===== config.mk =====
export PLATFORM = sky130hd
export DESIGN_NAME = demo
export DESIGN_NICKNAME = d
export VERILOG_FILES = /design/src/rtl/demo_pkg.sv /design/src/rtl/demo_mul_core.sv /design/src/rtl/demo.sv
export SDC_FILE = /design/constraint.sdc
export NUM_CORES = 1
export LEC_CHECK = 0
export CAP_MARGIN = 5
export CORE_AREA = 2 2 168 170
export DETAILED_ROUTE_END_ITERATION = 10
export DIE_AREA = 0 0 170 172
export HOLD_SLACK_MARGIN = 0.06
export PLACE_DENSITY = 0.68
export SKIP_LAST_GASP = 1
export SLEW_MARGIN = 5
export SYNTH_ARGS = -nofsm -noshare
export SYNTH_HDL_FRONTEND = slang
export SYNTH_SLANG_ARGS = --single-unit

===== constraint.sdc =====
create_clock -name clk -period 3.5 [get_ports clk]
set_input_delay 0.7 -clock clk [delete_from_list [all_inputs] [get_ports clk]]
set_output_delay 0.7 -clock clk [all_outputs]
set_load 0.005 [all_outputs]

===== src/rtl/demo_pkg.sv =====
// Shared constants and types for the PCPI RV32M multiply unit.
// Imported by the decode/handshake top and the multiply datapath.
package demo_pkg;

  localparam logic [6:0] OPCODE_OP     = 7'b0110011;
  localparam logic [6:0] FUNCT7_MULDIV = 7'd1;

  typedef enum logic [1:0] {
    F3_MUL    = 2'd0,
    F3_MULH   = 2'd1,
    F3_MULHSU = 2'd2,
    F3_MULHU  = 2'd3
  } funct3_e;

  function automatic logic rs1_signed(funct3_e op);
    return (op == F3_MULH) || (op == F3_MULHSU);
  endfunction

  function automatic logic rs2_signed(funct3_e op);
    return op == F3_MULH;
  endfunction

endpackage


===== src/rtl/demo_mul_core.sv =====
// Iterative shift-and-add 64-bit multiplier datapath.
// Loads on start, runs 64/STEPS_AT_ONCE cycles, then pulses ready.
module demo_mul_core
  import demo_pkg::*;
#(
  parameter int STEPS_AT_ONCE = 1
) (
  input  logic        clk,
  input  logic        rst_n,
  input  logic        start,
  input  funct3_e     op,
  input  logic [31:0] rs1,
  input  logic [31:0] rs2,
  output logic        ready,
  output logic [31:0] rd
);

  localparam int K  = 64 / STEPS_AT_ONCE;
  localparam int CW = $clog2(K);
  localparam logic [CW-1:0] LAST = CW'(K - 1);

  logic [63:0]   a_q, b_q, acc_q;
  logic [63:0]   a_n, b_n, acc_n;
  logic [CW-1:0] cnt_q;
  logic          run_q, fin_q, lo_q;

  always_comb begin
    a_n   = a_q;
    b_n   = b_q;
    acc_n = acc_q;
    for (int j = 0; j < STEPS_AT_ONCE; j++) begin
      if (b_n[0]) acc_n = acc_n + a_n;
      a_n = a_n << 1;
      b_n = b_n >> 1;
    end
  end

  always_ff @(posedge clk or negedge rst_n) begin
    if (!rst_n) begin
      a_q   <= '0;
      b_q   <= '0;
      acc_q <= '0;
      cnt_q <= '0;
      run_q <= 1'b0;
      fin_q <= 1'b0;
      lo_q  <= 1'b0;
      ready <= 1'b0;
      rd    <= '0;
    end else begin
      ready <= 1'b0;
      if (fin_q) begin
        ready <= 1'b1;
        rd    <= lo_q ? acc_q[31:0] : acc_q[63:32];
        fin_q <= 1'b0;
      end
      if (start) begin
        a_q   <= {{32{rs1_signed(op) & rs1[31]}}, rs1};
        b_q   <= {{32{rs2_signed(op) & rs2[31]}}, rs2};
        acc_q <= '0;
        cnt_q <= '0;
        run_q <= 1'b1;
        fin_q <= 1'b0;
        lo_q  <= op == F3_MUL;
      end else if (run_q) begin
        a_q   <= a_n;
        b_q   <= b_n;
        acc_q <= acc_n;
        cnt_q <= cnt_q + CW'(1);
        if (cnt_q == LAST) begin
          run_q <= 1'b0;
          fin_q <= 1'b1;
        end
      end
    end
  end

endmodule


===== src/rtl/demo.sv =====
// PCPI RV32M multiply coprocessor: decode and handshake.
// Starts the datapath on the rising edge of pcpi_wait.
module demo
  import demo_pkg::*;
#(
  parameter int STEPS_AT_ONCE = 1
) (
  input  logic        clk,
  input  logic        resetn,
  input  logic        pcpi_valid,
  input  logic [31:0] pcpi_insn,
  input  logic [31:0] pcpi_rs1,
  input  logic [31:0] pcpi_rs2,
  output logic        pcpi_wr,
  output logic [31:0] pcpi_rd,
  output logic        pcpi_wait,
  output logic        pcpi_ready
);

  logic    match, wait_q, start, ready;
  funct3_e op;
  logic    unused_insn;

  assign match = pcpi_valid
              && pcpi_insn[6:0] == OPCODE_OP
              && pcpi_insn[31:25] == FUNCT7_MULDIV
              && !pcpi_insn[14];

  assign op          = funct3_e'(pcpi_insn[13:12]);
  assign unused_insn = ^{pcpi_insn[24:15], pcpi_insn[11:7]};

  always_ff @(posedge clk or negedge resetn) begin
    if (!resetn) begin
      pcpi_wait <= 1'b0;
      wait_q    <= 1'b0;
    end else begin
      pcpi_wait <= match;
      wait_q    <= pcpi_wait;
    end
  end

  // Only a fresh acceptance starts work, so valid lingering past ready is harmless
  assign start = pcpi_wait & ~wait_q;

  demo_mul_core #(
    .STEPS_AT_ONCE(STEPS_AT_ONCE)
  ) u_core (
    .clk  (clk),
    .rst_n(resetn),
    .start(start),
    .op   (op),
    .rs1  (pcpi_rs1),
    .rs2  (pcpi_rs2),
    .ready(ready),
    .rd   (pcpi_rd)
  );

  assign pcpi_ready = ready;
  assign pcpi_wr    = ready;

endmodule


# Yosys cells after proc, flatten, opt, wreduce, memory -nomap -nowiden
# Cells that the tools add are included.
# op_classes
n_addsub	2
n_eq_ne	5
n_mux	17
n_bitwise	4
n_reduce_logical	9
# op_table
op	n
64-bit 2-to-1 mux	7
64-bit adder	1
32-bit 2-to-1 mux	1
6-bit 2-to-1 mux	2
7-bit by 1-bit == test with 1-bit output (second input constant)	1
7-bit by 6-bit == test with 1-bit output (second input constant)	1
1-bit 2-to-1 mux	7
6-bit by 1-bit adder with 6-bit output (second input constant)	1
6-bit == test (second input constant)	1
2-bit nonzero test	2
1-bit AND	3
1-bit logical AND	3
2-bit by 1-bit == test with 1-bit output (second input constant)	1
2-bit == test (second input constant)	1
2-bit zero test	1
2-bit AND reduction	1
1-bit zero test	1
1-bit logical OR	1
1-bit NOT	1
# word_totals
register_bits	236
wordCells	48

# Logic depth before layout (Yosys ltp)
# depth
depth_word	4
depth_mapped	13
mapped_depth_nobuf	13

# Cells and area by module
# From an unflattened synthesis, not the netlist that was laid out.
# unflattened
hier_cells	1633
area_unflattened_um2	14123.5
# by_module_without_submodules
mod	n_inst	cells_per_inst	area_per_inst_um2
demo_mul_core	1	1624	14000.9
demo	1	9	122.6

# Worst setup path after synthesis
# Ideal clock, no wire load.
# synth_path
path_kind	register to register
startpoint	reg u_core.acc_q[14]
endpoint	reg u_core.acc_q[61]
setup_time_ns	0.131
arrival_ns	2.655
t_required_ns	3.369
path_slack_ns	0.714
path_stages_with_launch	13
n_path_buf	1
period_less_slack_ns	2.786
cell_sequence	dfrtp_1 > ha_1 > buf_2 > a21o_1 > a21o_1 > a211oi_1 > o31a_1 > nand3b_4 > or3_4 > a21oi_2 > nor2_1 > o2111a_1 > or3_1
# synth_via
elab_chain_cells	4
# synth_lines
item	line_no	source
start, declared	demo_mul_core.sv:22	logic [63:0] a_q, b_q, acc_q;
start signal, assigned	demo_mul_core.sv:67	acc_q <= acc_n;
64-bit adder	demo_mul_core.sv:32	if (b_n[0]) acc_n = acc_n + a_n;
64-bit 2-to-1 mux	demo_mul_core.sv:32	
64-bit 2-to-1 mux	demo_mul_core.sv:64	end else if (run_q) begin
64-bit 2-to-1 mux	demo_mul_core.sv:56	if (start) begin
# Every way passes these cells. The select of a mux whose other input is x is not followed.
# A chain may end at the register's enable or synchronous reset.

# Worst setup path in the final report
# layout_path
startpoint	reg u_core.acc_q[0]
endpoint	reg u_core.acc_q[62]
# Same word-level chain as after synthesis.

==> metrics.cfg <==
[synth]
yosys-top-cells-count=236 x dfrtp_1, 213 x o21ai_0, 190 x nand2_1
synth_top_area_share_pct=43.4
netlist_instances=1531
ys_types=71
synth_top_area_cell=dfrtp_1
synth_enable_flop_cells=0
synthTopCellsByArea=dfrtp_1 43%, o21ai_0 7.8%, mux2i_1 7.1%
ys_async_sr_fraction_pct=100
ys_seq_area_share_pct=43.4
ys.flop_type=dfrtp_1
syn-mean-instance-area_sq_um=8.88
synth_fp_nets=1697
ys_ff_latch=236
syn_area_sq_um=13600
yosysMostFrequentCell=dfrtp_1
yosys_warnings=0

[floorplanning]
core_sq_um=27500
fp.dieH_um=172
dieArea_sq_um=29200
pin_count=134
die_x_um=170
initial_core_util_pct=49.5
num_rows=61

[timing]
rsz0062_at_grt=no
fin_ws_ns=0.274
finalCriticalPeriod_ns=3.23
maxSlewViolCount=0
clock-skew-final_ns=0.0113
worst_pin_slew_ns=1.17
setup-violations-final=0
timing.final.crit_share_pct=92.2
setup_tns_ns=0
fmax_mhz=310
hold_viol=0
timing.hold.ws_ns=0.185
slew_headroom_pct=21.8

[setup_path]
critPathLaunchType=flip-flop
max_stage_delay_ns=0.40
crit_start=u_core.acc_q[0]$_DFFE_PN0P_
required_ns=3.90
cp_max_fo=5
rr_startpoint=u_core.acc_q[0]$_DFFE_PN0P_
cp.arrival_ns=3.62
cp_top_family=compound AO/OA/AOI/OAI gates
critPathBufInv=1
cpMostUsedCell=o2111ai_1
worstSetupPathType=flip-flop to flip-flop
critical_path.cell_chain=ha_1, inv_1, fa_1, nor2b_1, o2111ai_1, a21oi_1, o22a_1, o31ai_2, a21o_1, a21boi_1, o2111ai_1, mux2i_1, o311ai_0
critPathCaptureType=flip-flop
critPathSlowestCell=fa_1

[drt]
post_drt_wl_per_cell_um=17.3
drt_iter0_markers=592
antenna_left=0
dr.pass1.iters=5
drc=0
vias=11269
routed_wl_mm=33.9
vias_per_cell=5.74

[power]
power_w=0.00725
vdd_drop_max_v=0.000296
p_leak_nw=7.04
p_per_area_nw_per_um2=456

[grt]
grt_max_degree=87
grt_pass1_wl_mm=55.7
antenna_found_initial=0
track_usage_pct=23.3
first_global_vias=10975
grt-ovfl-total=0

[cts]
postCtsSetupBuffers=0
root_buffer=clkbuf_16
path_clk_slew_ns=0.06
insertion_delay_ns=0.54
cts_max_level=1
cts_hold_buffers=0
cts.path.max_buffers=3
cts_made_buffers=27
cts_sinks=236
tritoncts=yes

[worst_hold_path]
hp-class=input port to asynchronous set/reset pin

[placement]
place_inst=1917
gp_congestion=0.917
dpl.hpwl_mm=24.0
io_buffers=118
dp_slack_ns=0.264

[final_layout]
layout.cells.non_filler=1964
layout-drive-gt1-share_pct=5.32
syn2layout_area_growth_pct=17.0
diodes=0
fin_nets=1766

[run]
maxCapViolations=0

[status]
status=finished clean

## cell families after synthesis
family          synth area share (%)
mux                             7.14
flops                           43.4
simple gates                    13.9
fa+ha+maj                       6.22
xor+xnor                        3.93
buf+inv                         3.40
compound gates                  22.0
## final timing paths
| kind | endpoint | slack, ns | depth (start not counted) |
|---|---|---|---|
| min | u_core.a_q[50]$_DFFE_PN0P_ | 0.18 | 1 |
| max in group asynchronous | u_core.rd[17]$_DFFE_PN0P_ | 2.50 | 2 |
| max reg2reg | u_core.acc_q[62]$_DFFE_PN0P_ | 0.27 | 13 |
| min in group clk | wait_q$_DFF_PN0_ | 0.45 | 0 |
| max | u_core.acc_q[62]$_DFFE_PN0P_ | 0.27 | 13 |
| min reg2reg | wait_q$_DFF_PN0_ | 0.45 | 0 |
## cell type report
type	instances	area, sq um
clock inverter	7	92.6
tap	346	433
clock buffer	40	754
inverter	18	67.6
fill	2447	11600
sequential	236	5910
multi-input combinational	1175	7260
timing repair buffer	142	1380
## layout by cell type, fill, tap and decap left out, types with 6 or more instances in the layout
cell type,instances
xnor2_1,31
inv_1,18
a21o_1,42
a22o_1,6
mux2i_1,97
nand2_1,189
clkbuf_16,27
ha_1,66
o21ai_0,213
dfrtp_1,233
buf_4,23
clkbuf_1,10
xor2_1,30
nor2_1,151
a211oi_1,8
nand3_1,12
clkdlybuf4s50_1,117
nor3_1,17
a31oi_1,11
a21oi_1,162
o21bai_1,15
nand2b_1,6
nand4_1,22
## registers in the layout, summed over array words and instances, names as in the netlist, 6 cells and up
signal	cells
u_core.a_q	64
u_core.cnt_q	6
u_core.rd	32
u_core.acc_q	64
u_core.b_q	64
## routing by layer
layer	up-vias	global-route usage, %	wire, um
met3	55	3.02	1480
met1	5366	31.5	15700
met5	-	0	0
li1	5594	-	-
met4	0	6.73	890
met2	254	39.6	15800
## power by group
part	internal [W]	switching [W]
clock network	0.00163	0.00112
registers	0.00276	0.0000343
logic	0.000774	0.000936
## repair_timing
action	CTS	global route
setup endpoints to repair	0	2
hold endpoints to repair	0	0
gates resized for setup	0	1
## per-stage QoR
step | util [%] | instance area, sq um
finish | 57.9 | 15900
floorplan | - | 13600
global placement | 54.8 | 15000
detailed placement | 54.8 | 15000
global route | 57.9 | 15900
CTS | 57.9 | 15900
Note: power is estimated with default switching activity, not from simulation.
